### src/rtl/counter_pkg.sv
// Shared types and constants for the modulo counter block.
package counter_pkg;

    typedef enum logic [1:0] {
        IDLE = 2'd0,
        RUN  = 2'd1,
        DONE = 2'd2
    } cnt_state_t;

    localparam logic MODE_CONT    = 1'b0;
    localparam logic MODE_ONESHOT = 1'b1;
    localparam logic DIR_UP       = 1'b1;
    localparam logic DIR_DOWN     = 1'b0;

endpackage

### src/rtl/counter_step.sv
// Combinational next-value and terminal flag for one counter tick.
// MOD_COUNTER_SAT_EN selects clamping at the bounds instead of wrapping.
module counter_step
    import counter_pkg::*;
#(
    parameter int WIDTH      = 32,
    parameter int STEP_WIDTH = 8
) (
    input  logic [WIDTH-1:0]      count_i,
    input  logic [STEP_WIDTH-1:0] step_i,
    input  logic                  dir_i,
    input  logic [WIDTH-1:0]      limit_i,
    output logic [WIDTH-1:0]      next_o,
    output logic                  term_o
);

    // One extra bit so limit = all-ones still has a representable limit+1.
    logic [WIDTH:0] cnt_ext;
    logic [WIDTH:0] step_ext;
    logic [WIDTH:0] lim_ext;
    logic [WIDTH:0] lim1;
    logic [WIDTH:0] sum;
    logic           up_term;
    logic           dn_term;

    // Evaluate both directions, then pick by dir.
    always_comb begin
        cnt_ext  = {1'b0, count_i};
        step_ext = (WIDTH+1)'(step_i);
        lim_ext  = {1'b0, limit_i};
        lim1     = lim_ext + (WIDTH+1)'(1);
        sum      = cnt_ext + step_ext;
        // A zero step never counts as terminal, even if limit was lowered.
        up_term  = (step_i != '0) && (sum > lim_ext);
        dn_term  = cnt_ext < step_ext;
        next_o   = count_i;
        term_o   = 1'b0;
        if (dir_i == DIR_UP) begin
            term_o = up_term;
`ifdef MOD_COUNTER_SAT_EN
            next_o = up_term ? limit_i : WIDTH'(sum);
`else
            next_o = up_term ? WIDTH'(sum - lim1) : WIDTH'(sum);
`endif
        end else begin
            term_o = dn_term;
`ifdef MOD_COUNTER_SAT_EN
            next_o = dn_term ? '0 : WIDTH'(cnt_ext - step_ext);
`else
            next_o = dn_term ? WIDTH'(cnt_ext + lim1 - step_ext)
                             : WIDTH'(cnt_ext - step_ext);
`endif
        end
    end

endmodule

### src/rtl/mod_counter.sv
// Modulo counter with programmable step/direction/limit, load, and a
// run-control FSM (continuous / one-shot). Optional macro
// MOD_COUNTER_SAT_EN switches wrap arithmetic to saturating arithmetic.
module mod_counter
    import counter_pkg::*;
#(
    parameter int WIDTH      = 32,
    parameter int STEP_WIDTH = 8
) (
    input  logic                  clk,
    input  logic                  rst,
    input  logic [WIDTH-1:0]      init,
    input  logic                  load,
    input  logic [WIDTH-1:0]      load_val,
    input  logic                  start,
    input  logic                  mode,
    input  logic                  en,
    input  logic                  dir,
    input  logic [STEP_WIDTH-1:0] step,
    input  logic [WIDTH-1:0]      limit,
    output logic [WIDTH-1:0]      count,
    output logic                  tc,
    output logic                  busy,
    output logic                  done
);

    cnt_state_t       state_q, state_d;
    logic [WIDTH-1:0] count_q, count_d;
    logic             tc_q, tc_d;
    logic [WIDTH-1:0] step_next;
    logic             step_term;

    function automatic logic [WIDTH-1:0] clamp(input logic [WIDTH-1:0] v,
                                                input logic [WIDTH-1:0] lim);
        return (v > lim) ? lim : v;
    endfunction

    counter_step #(
        .WIDTH      (WIDTH),
        .STEP_WIDTH (STEP_WIDTH)
    ) u_step (
        .count_i (count_q),
        .step_i  (step),
        .dir_i   (dir),
        .limit_i (limit),
        .next_o  (step_next),
        .term_o  (step_term)
    );

    // Next state: load beats start, start beats tick; tc only from a tick.
    always_comb begin
        state_d = state_q;
        count_d = count_q;
        tc_d    = 1'b0;
        if (load) begin
            count_d = clamp(load_val, limit);
            if (state_q == DONE) state_d = IDLE;
        end else begin
            unique case (state_q)
                IDLE, DONE: begin
                    if (start) state_d = RUN;
                end
                RUN: begin
                    if (en) begin
                        count_d = step_next;
                        tc_d    = step_term;
                        if (step_term && mode == MODE_ONESHOT) state_d = DONE;
                    end
                end
                default: state_d = IDLE;
            endcase
        end
    end

    // State and output registers with synchronous reset.
    always_ff @(posedge clk) begin
        if (rst) begin
            state_q <= IDLE;
            count_q <= clamp(init, limit);
            tc_q    <= 1'b0;
        end else begin
            state_q <= state_d;
            count_q <= count_d;
            tc_q    <= tc_d;
        end
    end

    assign count = count_q;
    assign tc    = tc_q;
    assign busy  = (state_q == RUN);
    assign done  = (state_q == DONE);

endmodule
### config.mk
export PLATFORM = sky130hd
export DESIGN_NAME = mod_counter
export DESIGN_NICKNAME = d
export VERILOG_FILES = /design/src/rtl/counter_pkg.sv /design/src/rtl/counter_step.sv /design/src/rtl/mod_counter.sv
export SDC_FILE = /design/constraint.sdc
export NUM_CORES = 1
export LEC_CHECK = 0
export ABC_AREA = 1
export BUFFER_PORTS_ARGS = -buffer_cell sky130_fd_sc_hd__buf_2
export CAP_MARGIN = 20
export CORE_ASPECT_RATIO = 1.75
export CORE_UTILIZATION = 45
export CTS_CLUSTER_SIZE = 25
export DETAILED_ROUTE_END_ITERATION = 6
export PLACE_DENSITY = 0.61
export SETUP_SLACK_MARGIN = 0.1
export SLEW_MARGIN = 20
export SYNTH_ARGS = -nofsm -noshare
export SYNTH_HDL_FRONTEND = slang
export SYNTH_SLANG_ARGS = --single-unit
### constraint.sdc
create_clock -name clk -period 4.91 [get_ports clk]
set_clock_uncertainty 0.15 [all_clocks]
set_input_delay 0.2455 -clock clk [delete_from_list [all_inputs] [get_ports clk]]
set_output_delay 0.2455 -clock clk [all_outputs]
set_load 0.05 [all_outputs]
**Yosys cells after proc, flatten, opt, wreduce, memory -nomap -nowiden**

Cells that the tools add are included.

- Multiplexer cells: 16
- $lt $le $gt $ge: 4
- Equal/unequal tests: 6
- Reduce and logical (&&, ||, !) cells: 10
- Bitwise operators: 2
- Add/sub/neg operators: 6

Operators by type and width:

| kind | count |
|---|---|
| $mux 32 | 9 |
| $gt 32x32->1 | 2 |
| $sub 32x8->32 | 2 |
| $add 32x8->33 | 1 |
| $gt 33x32->1 | 1 |
| $add 32x1->32 const B | 1 |
| $add 32x32->32 | 1 |
| $lt 32x8->1 | 1 |
| $sub 32x32->32 | 1 |
| $mux 2 | 5 |
| $reduce_bool 8->1 | 1 |
| $ne 3x3->1 const B | 2 |
| $reduce_bool 3->1 | 2 |
| $pmux 2 s2 | 1 |
| $reduce_and 4->1 | 1 |
| $reduce_or 4->1 | 1 |
| $ne 3x2->1 const B | 1 |
| $eq 2x1->1 const B | 1 |
| $eq 2x2->1 const B | 1 |
| $logic_and 1x1->1 | 2 |
| $logic_not 2->1 | 1 |
| $ne 2x1->1 const B | 1 |
| $not 1->1 | 2 |
| $reduce_and 2->1 | 1 |
| other kinds (2) | 2 |

- Register bits: 35
- Output and inout bits: 35
- Input bits: 111

**Depth between registers and ports, before layout**

- Depth after elaboration: 9
- Mapped depth: 32

**Hierarchy**

From an unflattened synthesis, not the netlist that was laid out.

- Cell total of the unflattened synthesis: 2385
- Area, all modules: 13709.4 µm²

By module, submodules not included:

| module | times used | area an instance (µm²) | cells an instance |
|---|---|---|---|
| counter_step | 1 | 9455.3 | 1738 |
| mod_counter | 1 | 4254.1 | 647 |

**Worst setup path before layout**

OpenSTA, ideal clock, no wires.

- Path kind: register to register
- From: register count_q[6], in the netlist count[6]
- To: register count_q[29], in the netlist count[29], data pin
- Library setup time: 0.256 ns
- Buffers on the path: 2
- Stages on the path, launching flop included: 25
- Path slack: 0.540 ns
- Arrival time: 3.964 ns
- Cell sequence: edfxtp_1 -> ha_1 -> buf_6 -> nor2_1 -> inv_1 -> nor3_1 -> a21oi_1 -> o22ai_2 -> nand4_1 -> nor2_1 -> xor2_1 -> inv_1 -> ha_1 -> nand4_1 -> nor3_1 -> nand2_1 -> nor4_1 -> a21oi_2 -> nand3_2 -> inv_2 -> buf_4 -> nand2_1 -> o21ai_0 -> o21ai_0 -> nand2_1

- Longest elaborated chain between the ends: 9

Ends and longest elaborated chain:

| what | line | RTL |
|---|---|---|
| start: declaration | mod_counter.sv:28 | `logic [WIDTH-1:0] count_q, count_d;` |
| start signal: assignment | mod_counter.sv:79 | `count_q <= clamp(init, limit);` |
| start signal: assignment | mod_counter.sv:83 | `count_q <= count_d;` |
| $add 32x8->33 | counter_step.sv:32 | `sum = cnt_ext + step_ext;` |
| $gt 33x32->1 | counter_step.sv:34 | `up_term = (step_i != '0) && (sum > lim_ext);` |
| $logic_and 1x1->1 | counter_step.sv:34 |  |
| $mux 32 | counter_step.sv:43 | `next_o = up_term ? WIDTH'(sum - lim1) : WIDTH'(sum);` |
| $mux 32 (*) | counter_step.sv:38 | `if (dir_i == DIR_UP) begin` |
| $mux 32 (*) | mod_counter.sv:64 | `if (en) begin` |
| $mux 32 (*) | mod_counter.sv:59 | `unique case (state_q)` |
| $mux 32 (*) | mod_counter.sv:55 | `if (load) begin` |
| $mux 32 (*) | mod_counter.sv:77 | `if (rst) begin` |

Every way passes the cells marked *; elsewhere a longest branch is shown, timed or not. The select of a mux whose other input is x is not followed.
A chain may end at the register's enable or synchronous reset.

**Final worst setup path**

- From: register count_q[2], in the netlist count[2]
- To: register count_q[2], in the netlist count[2], data pin

Same word-level chain as after synthesis.

==> reports/metrics.cfg <==
[placement]
port_buffers=145
dpl_worst_slack_ps=-41.89
placed_cell_area_um2=14210
place_congestion=0.9914
dp_hpwl_mm=44.39
dp.cells=2616

[logic_synthesis]
synth_top_area_share_pct=19.79
async_flop_share_pct=0
synth_area_leaders=ha_1 20%, nand2_1 15%, inv_1 9.1%
yosys.area.top_type=ha_1
synth-seq-cells=35
syn_avg_cell_area_um2=6.111
synthFlopType=edfxtp_1
syn_inst=2059
yosysSeqAreaShare_pct=8.115
yosysUniqueCellTypes=59
synth_edf_count=32
postSynthNetCount=2380
netlist_area_um2=12580
yosysWarnings=0

[sta]
min_period_ps=4716
finalCritPeriodShare_pct=96.05
slew_violations=0
rsz0062_at_grt=no
setup_ws_ps=193.7
holdWs_ps=68.57
tns_ps=0
setup_viol=0
relSlewSlack_pct=29.97
fmax_mhz=212.0
hold_violations=0
worstMarginPinSlew_ps=1047

[detailed_routing]
vias=14820
wl_per_cell_um=19.78
first_iter_violations=1066
via_per_inst=5.638
routed_wl_mm=52.00
drcViolationCount=0
ant_nets=0
firstDrtPassIters=6

[power_and_ir_drop]
p_per_area_nw_per_um2=298.2
p_leak_nw=7.384
vdd_drop_max_mv=0.1331

[min_path]
holdPathStages=3
worstHoldStart=start
holdCritPathClass=in -> reg

[critical_path]
ff2ff_path_depth=25
worst-path-buf-inv=6
path_class=reg -> reg
timing.rr.start=count[2]
cp_max_fo=11
cpMostUsedCell=nand2_1
slowest_delay_ps=430
cp_top_family=simple AND/OR/NAND/NOR gates
startpoint=count[2]
startpoint_type=register
cp.required_ps=4900
end_kind=register
cp_num_cells=25
critPathArrivalTime_ps=4700
cpMaxStageDelayCell=edfxtp_1

[finish]
mostFrequentLayoutCell=nand2_1
syn_to_final_growth_pct=15.40
num_antenna_cells=0
fin_cells=2629
design_area_um2=14520
final_cell_mix=488 x nand2_1, 303 x inv_1, 195 x ha_1, 173 x nor2_1, 145 x buf_2
layout-drive-gt1-share_pct=14.73
fin_nets=2580

[global_route]
grt_usage_pct=36.37
grt_max_degree=63
antenna_found_initial=0
overflow=0
grt_pass1_vias=14590
grt_pass1_wl_mm=78.49

[flow_run]
drv_cap=0

[floorplanning]
start_util_pct=46.04
die_w_um=128.4
num_rows=80
io_pins=146
die_h_um=223.2
fp.dieArea_um2=28660
core_area_um2=27330

[clocking]
cts_buffers=5
root_buffer=clkbuf_16
tritoncts=done
clkSinkCount=35
hold_buffers=0
path_clk_slew_ps=60
cts-htree-levels=2
clock_path_buffers=2
clk_latency_ps=300

[status]
run_status=completed

tightest hold or removal path: stages:
cell,delay (ps)
buf_2,100
nand4_1,70
a21oi_1,50
kinds of logic after synthesis:
family / Yosys count / synth area share [%]
buf+inv: 368 / 11.85
simple gates: 956 / 33.10
flops: 35 / 8.115
compound gates: 371 / 17.10
fa+ha+maj: 210 / 21.54
xor+xnor: 119 / 8.284
path summary, 6_finish.rpt:
check | end | slack (ps)
setup / recovery | count[2] | 190
hold / removal | state_q[0] | 70
setup reg to reg | count[2] | 190
hold reg to reg | state_q[0] | 360
state kept, by name (all words and copies together), names as in the netlist:
name,count
state_q,2
count,32
tc,1
synthesized netlist by cell type, drive strengths merged (19+ instances only):
cell type and count:
nand2 506, inv 316, ha 199, nor2 188, a21oi 146, nand3 144, o21ai 123, xor2 95
nand4 47, o211ai 45, nor3 40, edfxtp 32, buf 29, xnor2 24, clkbuf 22, nor4 19
per-layer routing:
metal,up-vias,part of all wire [%],global-route usage [%]
met5,-,0,0
met4,0,7.1,22.81
met3,160,5.1,2.614
met2,594,49,64.45
met1,6800,39,41.66
li1,7268,-,-
power breakdown:
| part | internal [mW] | switching (mW) |
|---|---|---|
| sequential | 0.391 | 0.0766 |
| clock | 0.186 | 0.151 |
| combinational | 1.23 | 2.29 |
| total | 1.81 | 2.52 |
timing repair:
action                     in CTS  in global routing
pin swaps                       0                  3
gates resized for setup         2                 34
setup endpoints to repair      16                 34
buffers inserted                0                  4
cloned                          0                  1
area by class of cell:
cell class,instances,area (um2)
fillers,2974,12810
multi-input cells,1656,10210
repair buffers,243,1474
inverters,317,1211
flip-flops and latches,35,1021
well taps,369,461.7
clock buffers,6,128.9
repair inverters,1,8.758
clock inverters,2,7.507
stage by stage:
step	utilization, %	power, mW
floorplan	-	2.844
global placement	52.00	3.858
detailed placement	52.00	3.876
CTS	52.51	4.229
global route	53.14	4.686
finish	53.14	4.330
(Power assumes the default switching activity.)
